[src/rtl/alu_mc.sv]
// alu_mc: multi-cycle integer ALU with valid/ready issue, branch/jump resolution
// and an optional bit-serial shifter. Result, writeback and redirect outputs are registered.
module alu_mc #(
  parameter int XLEN         = 32,
  parameter int SERIAL_SHIFT = 0
) (
  input  logic            clk,
  input  logic            rst,
  input  logic            in_valid,
  output logic            in_ready,
  input  logic            flush,
  input  logic [3:0]      op,
  input  logic            unsign,
  input  logic [XLEN-1:0] rs1_data,
  input  logic [XLEN-1:0] rs2_data,
  input  logic [XLEN-1:0] imm,
  input  logic            imm_valid,
  input  logic [XLEN-1:0] instr_tag,
  input  logic [4:0]      rd_addr,
  input  logic            rd_wr,
  output logic            out_valid,
  output logic [XLEN-1:0] wb_data,
  output logic [4:0]      wb_rd_addr,
  output logic            wb_rd_wr_en,
  output logic [XLEN-1:0] pc_out,
  output logic            pc_load,
  output logic            misalign
);
  localparam int SW = $clog2(XLEN);

  localparam logic [3:0] OP_ADD  = 4'd0;
  localparam logic [3:0] OP_SUB  = 4'd1;
  localparam logic [3:0] OP_AND  = 4'd2;
  localparam logic [3:0] OP_OR   = 4'd3;
  localparam logic [3:0] OP_XOR  = 4'd4;
  localparam logic [3:0] OP_SLL  = 4'd5;
  localparam logic [3:0] OP_SRL  = 4'd6;
  localparam logic [3:0] OP_SRA  = 4'd7;
  localparam logic [3:0] OP_SLT  = 4'd8;
  localparam logic [3:0] OP_BEQ  = 4'd9;
  localparam logic [3:0] OP_BNE  = 4'd10;
  localparam logic [3:0] OP_BLT  = 4'd11;
  localparam logic [3:0] OP_BGE  = 4'd12;
  localparam logic [3:0] OP_JAL  = 4'd13;
  localparam logic [3:0] OP_JALR = 4'd14;
  localparam logic [3:0] OP_NOP  = 4'd15;

  typedef enum logic {S_IDLE = 1'b0, S_SHIFT = 1'b1} state_t;
  state_t state, state_nxt;

  // Combinational evaluation of the op presented on the issue port
  logic            is_branch, is_jump, is_shift, is_sub, start_serial;
  logic [XLEN-1:0] opb, add_b, sum, result, target, link;
  logic            cout, ovf, lt, eq, taken, wr_ok;
  logic [SW-1:0]   shamt;

  always_comb begin
    is_branch = op inside {OP_BEQ, OP_BNE, OP_BLT, OP_BGE};
    is_jump   = (op == OP_JAL) || (op == OP_JALR);
    is_shift  = op inside {OP_SLL, OP_SRL, OP_SRA};
    is_sub    = (op == OP_SUB) || (op == OP_SLT) || is_branch;
    opb       = (imm_valid && !is_branch) ? imm : rs2_data;
    add_b     = is_sub ? ~opb : opb;
    {cout, sum} = {1'b0, rs1_data} + {1'b0, add_b} + (XLEN+1)'(is_sub);
    // Two's-complement overflow of a + add_b decides the signed compare
    ovf       = (rs1_data[XLEN-1] == add_b[XLEN-1]) && (sum[XLEN-1] != rs1_data[XLEN-1]);
    lt        = unsign ? ~cout : (sum[XLEN-1] ^ ovf);
    eq        = (rs1_data == rs2_data);
    shamt     = opb[SW-1:0];
    link      = instr_tag + XLEN'(4);
    target    = (op == OP_JALR) ? ((rs1_data + imm) & ~XLEN'(1)) : (instr_tag + imm);
    wr_ok     = rd_wr && (rd_addr != 5'd0) && !is_branch && (op != OP_NOP);
    start_serial = (SERIAL_SHIFT != 0) && is_shift && (shamt != '0);

    result = '0;
    taken  = 1'b0;
    case (op)
      OP_ADD, OP_SUB: result = sum;
      OP_AND:  result = rs1_data & opb;
      OP_OR:   result = rs1_data | opb;
      OP_XOR:  result = rs1_data ^ opb;
      OP_SLL:  result = rs1_data << shamt;
      OP_SRL:  result = rs1_data >> shamt;
      OP_SRA:  result = $signed(rs1_data) >>> shamt;
      OP_SLT:  result = XLEN'(lt);
      OP_BEQ:  taken = eq;
      OP_BNE:  taken = ~eq;
      OP_BLT:  taken = lt;
      OP_BGE:  taken = ~lt;
      OP_JAL, OP_JALR: begin
        result = link;
        taken  = 1'b1;
      end
      default: result = '0;
    endcase
  end

  // Serial shifter state
  logic [XLEN-1:0] sh_q, sh_step;
  logic [SW-1:0]   cnt_q;
  logic [1:0]      sh_kind;
  logic [4:0]      sh_rd;
  logic            sh_wr;

  always_comb begin
    case (sh_kind)
      2'b01:   sh_step = {sh_q[XLEN-2:0], 1'b0};
      2'b10:   sh_step = {1'b0, sh_q[XLEN-1:1]};
      default: sh_step = {sh_q[XLEN-1], sh_q[XLEN-1:1]};
    endcase
  end

  // Handshake: an op transfers on a rising edge where in_valid && in_ready;
  // in_ready is high only in IDLE, outside reset and when flush is low.
  logic accept, fire_single, fire_start, fire_final;

  always_ff @(posedge clk or posedge rst) begin
    if (rst) state <= S_IDLE;
    else     state <= state_nxt;
  end

  always_comb begin
    state_nxt = state;
    case (state)
      S_IDLE:  if (fire_start) state_nxt = S_SHIFT;
      S_SHIFT: if (flush || (cnt_q == SW'(1))) state_nxt = S_IDLE;
      default: state_nxt = S_IDLE;
    endcase
  end

  always_comb begin
    in_ready    = !rst && (state == S_IDLE) && !flush;
    accept      = in_valid && in_ready;
    fire_single = accept && !start_serial;
    fire_start  = accept && start_serial;
    fire_final  = (state == S_SHIFT) && (cnt_q == SW'(1)) && !flush;
  end

  always_ff @(posedge clk or posedge rst) begin
    if (rst) begin
      out_valid   <= 1'b0;
      wb_data     <= '0;
      wb_rd_addr  <= '0;
      wb_rd_wr_en <= 1'b0;
      pc_out      <= '0;
      pc_load     <= 1'b0;
      misalign    <= 1'b0;
      sh_q        <= '0;
      cnt_q       <= '0;
      sh_kind     <= '0;
      sh_rd       <= '0;
      sh_wr       <= 1'b0;
    end else begin
      out_valid   <= 1'b0;
      wb_rd_wr_en <= 1'b0;
      if (fire_single) begin
        out_valid   <= 1'b1;
        wb_data     <= result;
        wb_rd_addr  <= rd_addr;
        wb_rd_wr_en <= wr_ok;
        pc_load     <= taken & ~target[1];
        misalign    <= taken & target[1];
        if (is_branch || is_jump) pc_out <= target;
      end
      if (fire_start) begin
        sh_q    <= rs1_data;
        cnt_q   <= shamt;
        sh_kind <= op[1:0];
        sh_rd   <= rd_addr;
        sh_wr   <= wr_ok;
      end
      if (state == S_SHIFT) begin
        sh_q  <= sh_step;
        cnt_q <= cnt_q - SW'(1);
      end
      if (fire_final) begin
        out_valid   <= 1'b1;
        wb_data     <= sh_step;
        wb_rd_addr  <= sh_rd;
        wb_rd_wr_en <= sh_wr;
        pc_load     <= 1'b0;
        misalign    <= 1'b0;
      end
    end
  end
endmodule

[config.mk]
export PLATFORM = sky130hd
export DESIGN_NAME = alu_mc
export DESIGN_NICKNAME = d
export VERILOG_FILES = /design/src/rtl/alu_mc.sv
export SDC_FILE = /design/constraint.sdc
export NUM_CORES = 1
export LEC_CHECK = 0
export ABC_AREA = 1
export CAP_MARGIN = 20
export CELL_PAD_IN_SITES_DETAIL_PLACEMENT = 1
export CELL_PAD_IN_SITES_GLOBAL_PLACEMENT = 1
export CORE_UTILIZATION = 42
export DETAILED_ROUTE_END_ITERATION = 8
export PLACE_DENSITY_LB_ADDON = 0.1
export SETUP_SLACK_MARGIN = 0.3
export SYNTH_ARGS = -nofsm -noshare
export SYNTH_HDL_FRONTEND = slang
export SYNTH_SLANG_ARGS = --single-unit
[constraint.sdc]
create_clock -name clk -period 5.4 [get_ports clk]
set_clock_uncertainty 0.2 [all_clocks]
set_input_delay 0.54 -clock clk [delete_from_list [all_inputs] [get_ports clk]]
set_output_delay 0.54 -clock clk [all_outputs]
set_load 0.01 [all_outputs]
* After elaboration in Yosys (flattened, before gate mapping)
Cells that the tools add are included.
** Word-level totals
- Register bits :: 79
- Input bits :: 144
- Logic and storage cells :: 94
** Operators by class
- Bitwise gates (word level) :: 12
- Multiplexer cells :: 20
- $add $sub $neg :: 6
- Shift-type cells :: 3
- Equality and inequality tests :: 19
- Reduce and logical (&&, ||, !) cells :: 25
** Operators with widths (number)
- $pmux W32 S9 :: 1
- $mux W32 :: 5
- $add A32 B32 Y32 :: 2
- $add A32 B32 Y33 :: 1
- $add A33 B1 Y33 :: 1
- $add A32 B3 Y32 const B :: 1
- $and A32 B32 Y32 :: 1
- $eq A32 B32 Y1 :: 1
- $not A32 Y32 :: 1
- $or A32 B32 Y32 :: 1
- $shl A32 B5 Y32 :: 1
- $shr A32 B5 Y32 :: 1
- $sshr A32 B5 Y32 :: 1
- $xor A32 B32 Y32 :: 1
- $eq A4 B4 Y1 const B :: 7
- $eq A4 B3 Y1 const B :: 4
- $logic_and A1 B1 Y1 :: 10
- $mux W1 :: 10
- $mux W5 :: 2
- $eq A4 B2 Y1 const B :: 2
- $eq A5 B1 Y1 const B :: 1
- $logic_or A1 B1 Y1 :: 5
- $not A1 Y1 :: 5
- $pmux W1 S5 :: 1
- 15 further kinds :: 19

* Logic depth before layout (Yosys ltp)
- Depth in word-level cells :: 18
- Mapped depth :: 28
- Mapped depth without buffers :: 27

* Worst setup path after synthesis
No wires, ideal clock.
- Path type :: in2reg
- Start :: in op[1]
- End :: reg wb_data[26]
- Path slack :: 1477 ps
- Stages :: 25
- Data required time :: 5083 ps
- Setup time :: 117 ps
- Arrival time :: 3606 ps
- Cells stage by stage :: inv_1 > nand2_1 > nand2_2 > nand3_2 > inv_2 > buf_2 > nand2_1 > nand2_1 > clkbuf_1 > buf_2 > xor2_1 > ha_1 > nand2_1 > o21ai_0 > nand2_1 > nand2_1 > nand2_1 > nand3_1 > a21o_1 > a21o_1 > or2_2 > nand3_1 > nand3_1 > nand2_1 > nand2_1
** Between the ends
- Longest elaborated chain between the ends :: 12
** Ends and longest elaborated chain
- start, declared :: RTL line 12 : input logic [3:0] op,
- $eq A4 B4 Y1 :: RTL line 58 : is_branch = op inside {OP_BEQ, OP_BNE, OP_BLT, OP_BGE};
- $reduce_bool A4 Y1 :: RTL line 58
- $logic_not A1 Y1 :: RTL line 62 : opb = (imm_valid && !is_branch) ? imm : rs2_data;
- $logic_and A1 B1 Y1 :: RTL line 62
- $mux W32 :: RTL line 62
- $not A32 Y32 :: RTL line 63 : add_b = is_sub ? ~opb : opb;
- $mux W32 :: RTL line 63
- $add A32 B32 Y33 :: RTL line 64 : {cout, sum} = {1'b0, rs1_data} + {1'b0, add_b} + (XLEN+1)'(is_sub);
- $add A33 B1 Y33 :: RTL line 64
- $pmux W32 S9 (*) :: RTL line 77 : case (op)
- $mux W32 (*) :: RTL line 156 : if (fire_single) begin
- $mux W32 (*) :: RTL line 176 : if (fire_final) begin
- end signal, assigned :: RTL line 158 : wb_data <= result;
- end signal, assigned :: RTL line 178 : wb_data <= sh_step;
- end, declared :: RTL line 22 : output logic [XLEN-1:0] wb_data,
Every way passes the cells marked *; elsewhere a longest branch is shown, timed or not. The select of a mux whose other input is x is not followed.
A chain may end at the register's enable or synchronous reset.

* Worst setup path after layout
- Start :: in op[0]
- End :: reg wb_data[28]
The elaborated chain is that of the path after synthesis.

==> Flow_metrics.wiki <==
{| class="wikitable"
! Metric !! Value
|-
| Outcome || finished, final reports clean
|-
| Yosys top cell by area || sky130_fd_sc_hd__nand2_1
|-
| Flop2flop setup slack || 2.30 ns
|-
| Global routing met1 resource utilization || 0.518
|-
| Input/output buffers || 217
|-
| Top cell types by occurrence after synthesis || sky130_fd_sc_hd__nand2_1, sky130_fd_sc_hd__inv_1, sky130_fd_sc_hd__o21ai_0
|-
| DR vias || 20,800
|-
| Actual transition at the worst max-transition pin || 0.916 ns
|-
| Number of synthesized flops with an enable pin || 0
|-
| Met3 usage || 0.0794
|-
| Syn Nets || 3,049
|-
| Number of CTS-inserted buffers || 9
|-
| Data arrival time at the worst-slack endpoint || 4.90 ns
|-
| Reg2reg start || state
|-
| Number of warnings issued by yosys || 0
|-
| Post-synthesis instance total || 2,742
|-
| Pleak || 0.00910 uW
|-
| Number of buffer and inverter stages on the critical path || 4
|-
| Post-Synthesis Mean Instance Area || 5.73 sq um
|-
| Hold violation count in the final report || 0
|-
| Most frequent cell after synthesis || sky130_fd_sc_hd__nand2_1
|-
| DRC violations left || 0
|-
| Power per cell area || 217 mW/mm^2
|-
| Critical register-to-register path endpoint || pc_out[3]
|-
| Worst Path Max Fanout || 45
|-
| Worst Reg2Reg Path Length in Cells || 6
|-
| Maximum buffer depth of the clock tree || 2
|-
| Hold wc startpoint || wb_data[13]
|-
| Relative area change from synthesis to final layout || 19.5%
|-
| Leftover overflow at the end of global routing || 0
|-
| Area taken by multi-input logic gates || 0.0123 sq mm
|-
| Hold buffer count at CTS || 0
|-
| Clock slew at reported path FFs || 0.09 ns
|-
| Worst Path Class, Setup || input pin to register
|-
| Clock tree from TritonCTS || done
|-
| Final GP Congestion || 1.08
|-
| Fill count || 5,174
|-
| Most frequent cell on the critical path || sky130_fd_sc_hd__nand2_1
|-
| Number of cells after detailed placement || 3,375
|-
| Count of unique library cells instantiated by Yosys || 55
|-
| Max_slew headroom || 0.387
|-
| Final sum of negative setup slack || 0 ns
|-
| Unrepaired setup endpoints after global routing || no
|-
| Fraction of registers with async set or reset after synthesis || 1.00
|-
| Core box area || 0.0367 sq mm
|-
| Via count of the first global-routing pass || 21,700
|-
| Final setup viols || 0
|-
| X dimension of the die || 195 um
|-
| Startpoint Class || input pin
|-
| Number of standard cells in the final layout excluding fillers || 3,395
|-
| Sequential element share of the synthesized area || 0.126
|-
| Fin. max-slew vios || 0
|-
| Drt initial violations || 1,914
|-
| Master cell of the clock root buffer || sky130_fd_sc_hd__clkbuf_16
|-
| DIE AREA || 0.0382 sq mm
|-
| Clock insertion delay at the later pin of the skew report || 0.40 ns
|-
| Top Family by Delay on Critical Path || simple AND/OR/NAND/NOR gates
|-
| Peak per-stage delay on the critical path || 0.57 ns
|-
| Global-route wire length before repair || 125 mm
|-
| Initial core utilization || 0.428
|-
| DP HPWL || 68.0 mm
|-
| Final critical-path required period || 4.80 ns
|-
| Nets@finish || 3,226
|-
| Total GRT Usage || 0.427
|-
| WP data required || 5.50 ns
|-
| Library cell contributing the largest single delay on the critical path || sky130_fd_sc_hd__clkdlybuf4s50_1
|-
| Met2 global-route usage || 0.691
|-
| Cell Chain, Critical Path || clkdlybuf4s50_1, inv_1, nand2_1, nand2_2, nand3_2, inv_4, buf_12, nand2_1, o21ai_1, xor2_1, ha_1, nand2_1, nor4_1, nand4_1, nand3_1, a21o_1, nand2_1, nand2_1, a21oi_1, o21ai_0, nand3_1, nand2_1, nand2_1
|-
| Wire length after detailed routing || 81.7 mm
|-
| Period Utilization, post-route || 0.889
|-
| Critical Path End Type || register
|-
| Number of nets still failing antenna checks after routing || 0
|-
| Detailed-route wire length per cell || 24.1 um
|-
| Clk sinks || 79
|-
| Clock H-tree levels || 3
|-
| Layout cell share with drive strength beyond 1 || 0.0404
|-
| Top cells by area in the synthesized netlist || sky130_fd_sc_hd__nand2_1, sky130_fd_sc_hd__ha_1, sky130_fd_sc_hd__dfrtp_1, sky130_fd_sc_hd__o21ai_0, sky130_fd_sc_hd__a21oi_1
|-
| Initial antenna violation count || 7
|-
| Row count || 70
|-
| Maximum capacitance violations || 0
|-
| #FFs+latches synth || 79
|-
| Fraction of post-synthesis cell area in the top cell type by area || 0.195
|-
| Peak supply drop || 0.183 mV
|-
| Synth Cell Area || 0.0157 sq mm
|-
| Pre-Repair DR Iteration Count || 5
|-
| Path type of the worst min-delay path || register to register
|-
| IO Count || 218
|-
| Hold Path Depth || 2
|-
| Achievable Freq || 208 MHz
|-
| Height of the die || 195 um
|-
| Worst min-delay path endpoint || wb_data[13]
|-
| Routed vias/inst || 6.13
|-
| Layer with the highest usage || met2
|-
| Area occupied by registers || 0.00198 sq mm
|-
| Most common flop cell mapped by yosys || sky130_fd_sc_hd__dfrtp_1
|-
| Largest net degree at the start of global routing || 89
|}
==> routing by layer <==
layer | wire length, um | vias to the layer above
met5 | 29 | -
met3 | 6130 | 289
met4 | 5910 | 6
li1 | - | 9624
met1 | 32900 | 9985
met2 | 36800 | 924
==> through the flow <==
step	total power (uW)	utilization	setup slack, ns	instance area (sq um)	hold WS (ns)
6_report	4070	0.512	0.599	18800	0.278
3_5_place_dp	3280	0.503	0.249	18500	0.264
5_1_grt	4330	0.512	0.350	18800	0.307
3_3_place_gp	3210	0.503	0.413	18500	0.259
2_1_floorplan	2250	-	1.48	15700	0.242
4_1_cts	4020	0.512	0.643	18800	0.284
==> what timing repair did <==
item	in CTS	in global routing
setup endpoints to repair	0	5
buffers inserted	0	0
resized for setup	0	10
==> sequential cells by signal, indices dropped and copies added (netlist names) <==
name         count
pc_out          32
wb_rd_addr       5
wb_data         32
out_valid        1
cnt_q            5
state            1
wb_rd_wr_en      1
pc_load          1
misalign         1
==> worst reg2reg max path, delay by kind of cell, from the launching register on <==
family,cells,cell delay [ns]
compound gates,3,0.92
simple gates,2,0.92
flops,1,0.44
buf+inv,1,0.49
==> cells in the final DEF (no fill, tap or decap), types with 4 or more instances in the layout <==
master / Yosys / final
sky130_fd_sc_hd__nor4_1: 16 / 16
sky130_fd_sc_hd__buf_4: 4 / 41
sky130_fd_sc_hd__clkbuf_16: 0 / 9
sky130_fd_sc_hd__xnor2_1: 8 / 8
sky130_fd_sc_hd__nand3b_1: 10 / 10
sky130_fd_sc_hd__inv_2: 5 / 4
sky130_fd_sc_hd__nand4_1: 46 / 46
sky130_fd_sc_hd__o21bai_1: 7 / 7
sky130_fd_sc_hd__clkdlybuf4s50_1: 0 / 217
sky130_fd_sc_hd__inv_1: 273 / 272
sky130_fd_sc_hd__o31ai_1: 7 / 7
sky130_fd_sc_hd__mux2i_1: 4 / 4
sky130_fd_sc_hd__a221oi_1: 23 / 23
sky130_fd_sc_hd__o21ai_1: 50 / 58
sky130_fd_sc_hd__a211oi_1: 8 / 7
sky130_fd_sc_hd__nand3_1: 196 / 196
sky130_fd_sc_hd__nor3_1: 28 / 28
sky130_fd_sc_hd__o2111ai_1: 5 / 5
sky130_fd_sc_hd__a21o_1: 16 / 16
sky130_fd_sc_hd__o21ai_0: 268 / 260
sky130_fd_sc_hd__o221ai_1: 6 / 6
sky130_fd_sc_hd__a31oi_1: 28 / 28
sky130_fd_sc_hd__xor2_1: 49 / 49
sky130_fd_sc_hd__nand2_2: 4 / 4
sky130_fd_sc_hd__nor2_2: 2 / 5
sky130_fd_sc_hd__or2_2: 30 / 30
sky130_fd_sc_hd__o211ai_1: 28 / 28
sky130_fd_sc_hd__ha_1: 160 / 160
sky130_fd_sc_hd__o21a_1: 10 / 10
sky130_fd_sc_hd__a21oi_1: 206 / 205
sky130_fd_sc_hd__nand2_1: 817 / 817
sky130_fd_sc_hd__or2_1: 6 / 6
sky130_fd_sc_hd__dfrtp_1: 79 / 79
sky130_fd_sc_hd__nor2_1: 214 / 211
==> cell families (layout without fill, tap and decap cells) <==
kind of cell / count (synthesis) / after routing / share of synthesized area
and+or+nand+nor: 1380 / 1380 / 0.369
AOI/OAI and AO/OA: 682 / 682 / 0.245
buffers and inverters: 377 / 559 / 0.0942
adders and majority gates: 163 / 163 / 0.131
DFF: 79 / 79 / 0.126
xor gates and xnor gates: 57 / 57 / 0.0318
muxes: 4 / 4 / 0.00255
other: 0 / 3 / 0
==> final cells by class <==
cell class | count | area share
Inverter | 281 | 0.0563
Tap cell | 468 | 0.0312
Multi-Input combinational cell | 2286 | 0.655
Clock inverter | 7 | 0.00466
Timing Repair Buffer | 262 | 0.135
Antenna cell | 3 | 0.000400
Sequential cell | 79 | 0.105
Clock buffer | 9 | 0.0120
==> report_power, final <==
part | leakage [uW] | switching, uW | internal (uW)
Sequential | 0.000991 | 84.4 | 725
Combinational | 0.00796 | 1600 | 936
Clock | 0.000154 | 356 | 371
==> worst max path at each step <==
stage               slack, ns  start  cells past startpoint          end
finish                   0.60  op[0]                     23  wb_data[28]
global route             0.35  op[0]                     26   wb_data[0]
CTS                      0.64  op[0]                     22  wb_data[28]
detailed placement       0.25  op[0]                     22  wb_data[28]
global placement         0.41  op[0]                     22  wb_data[28]
floorplan                1.48  op[1]                     25  wb_data[26]
Note: power is estimated with default switching activity, not from simulation.
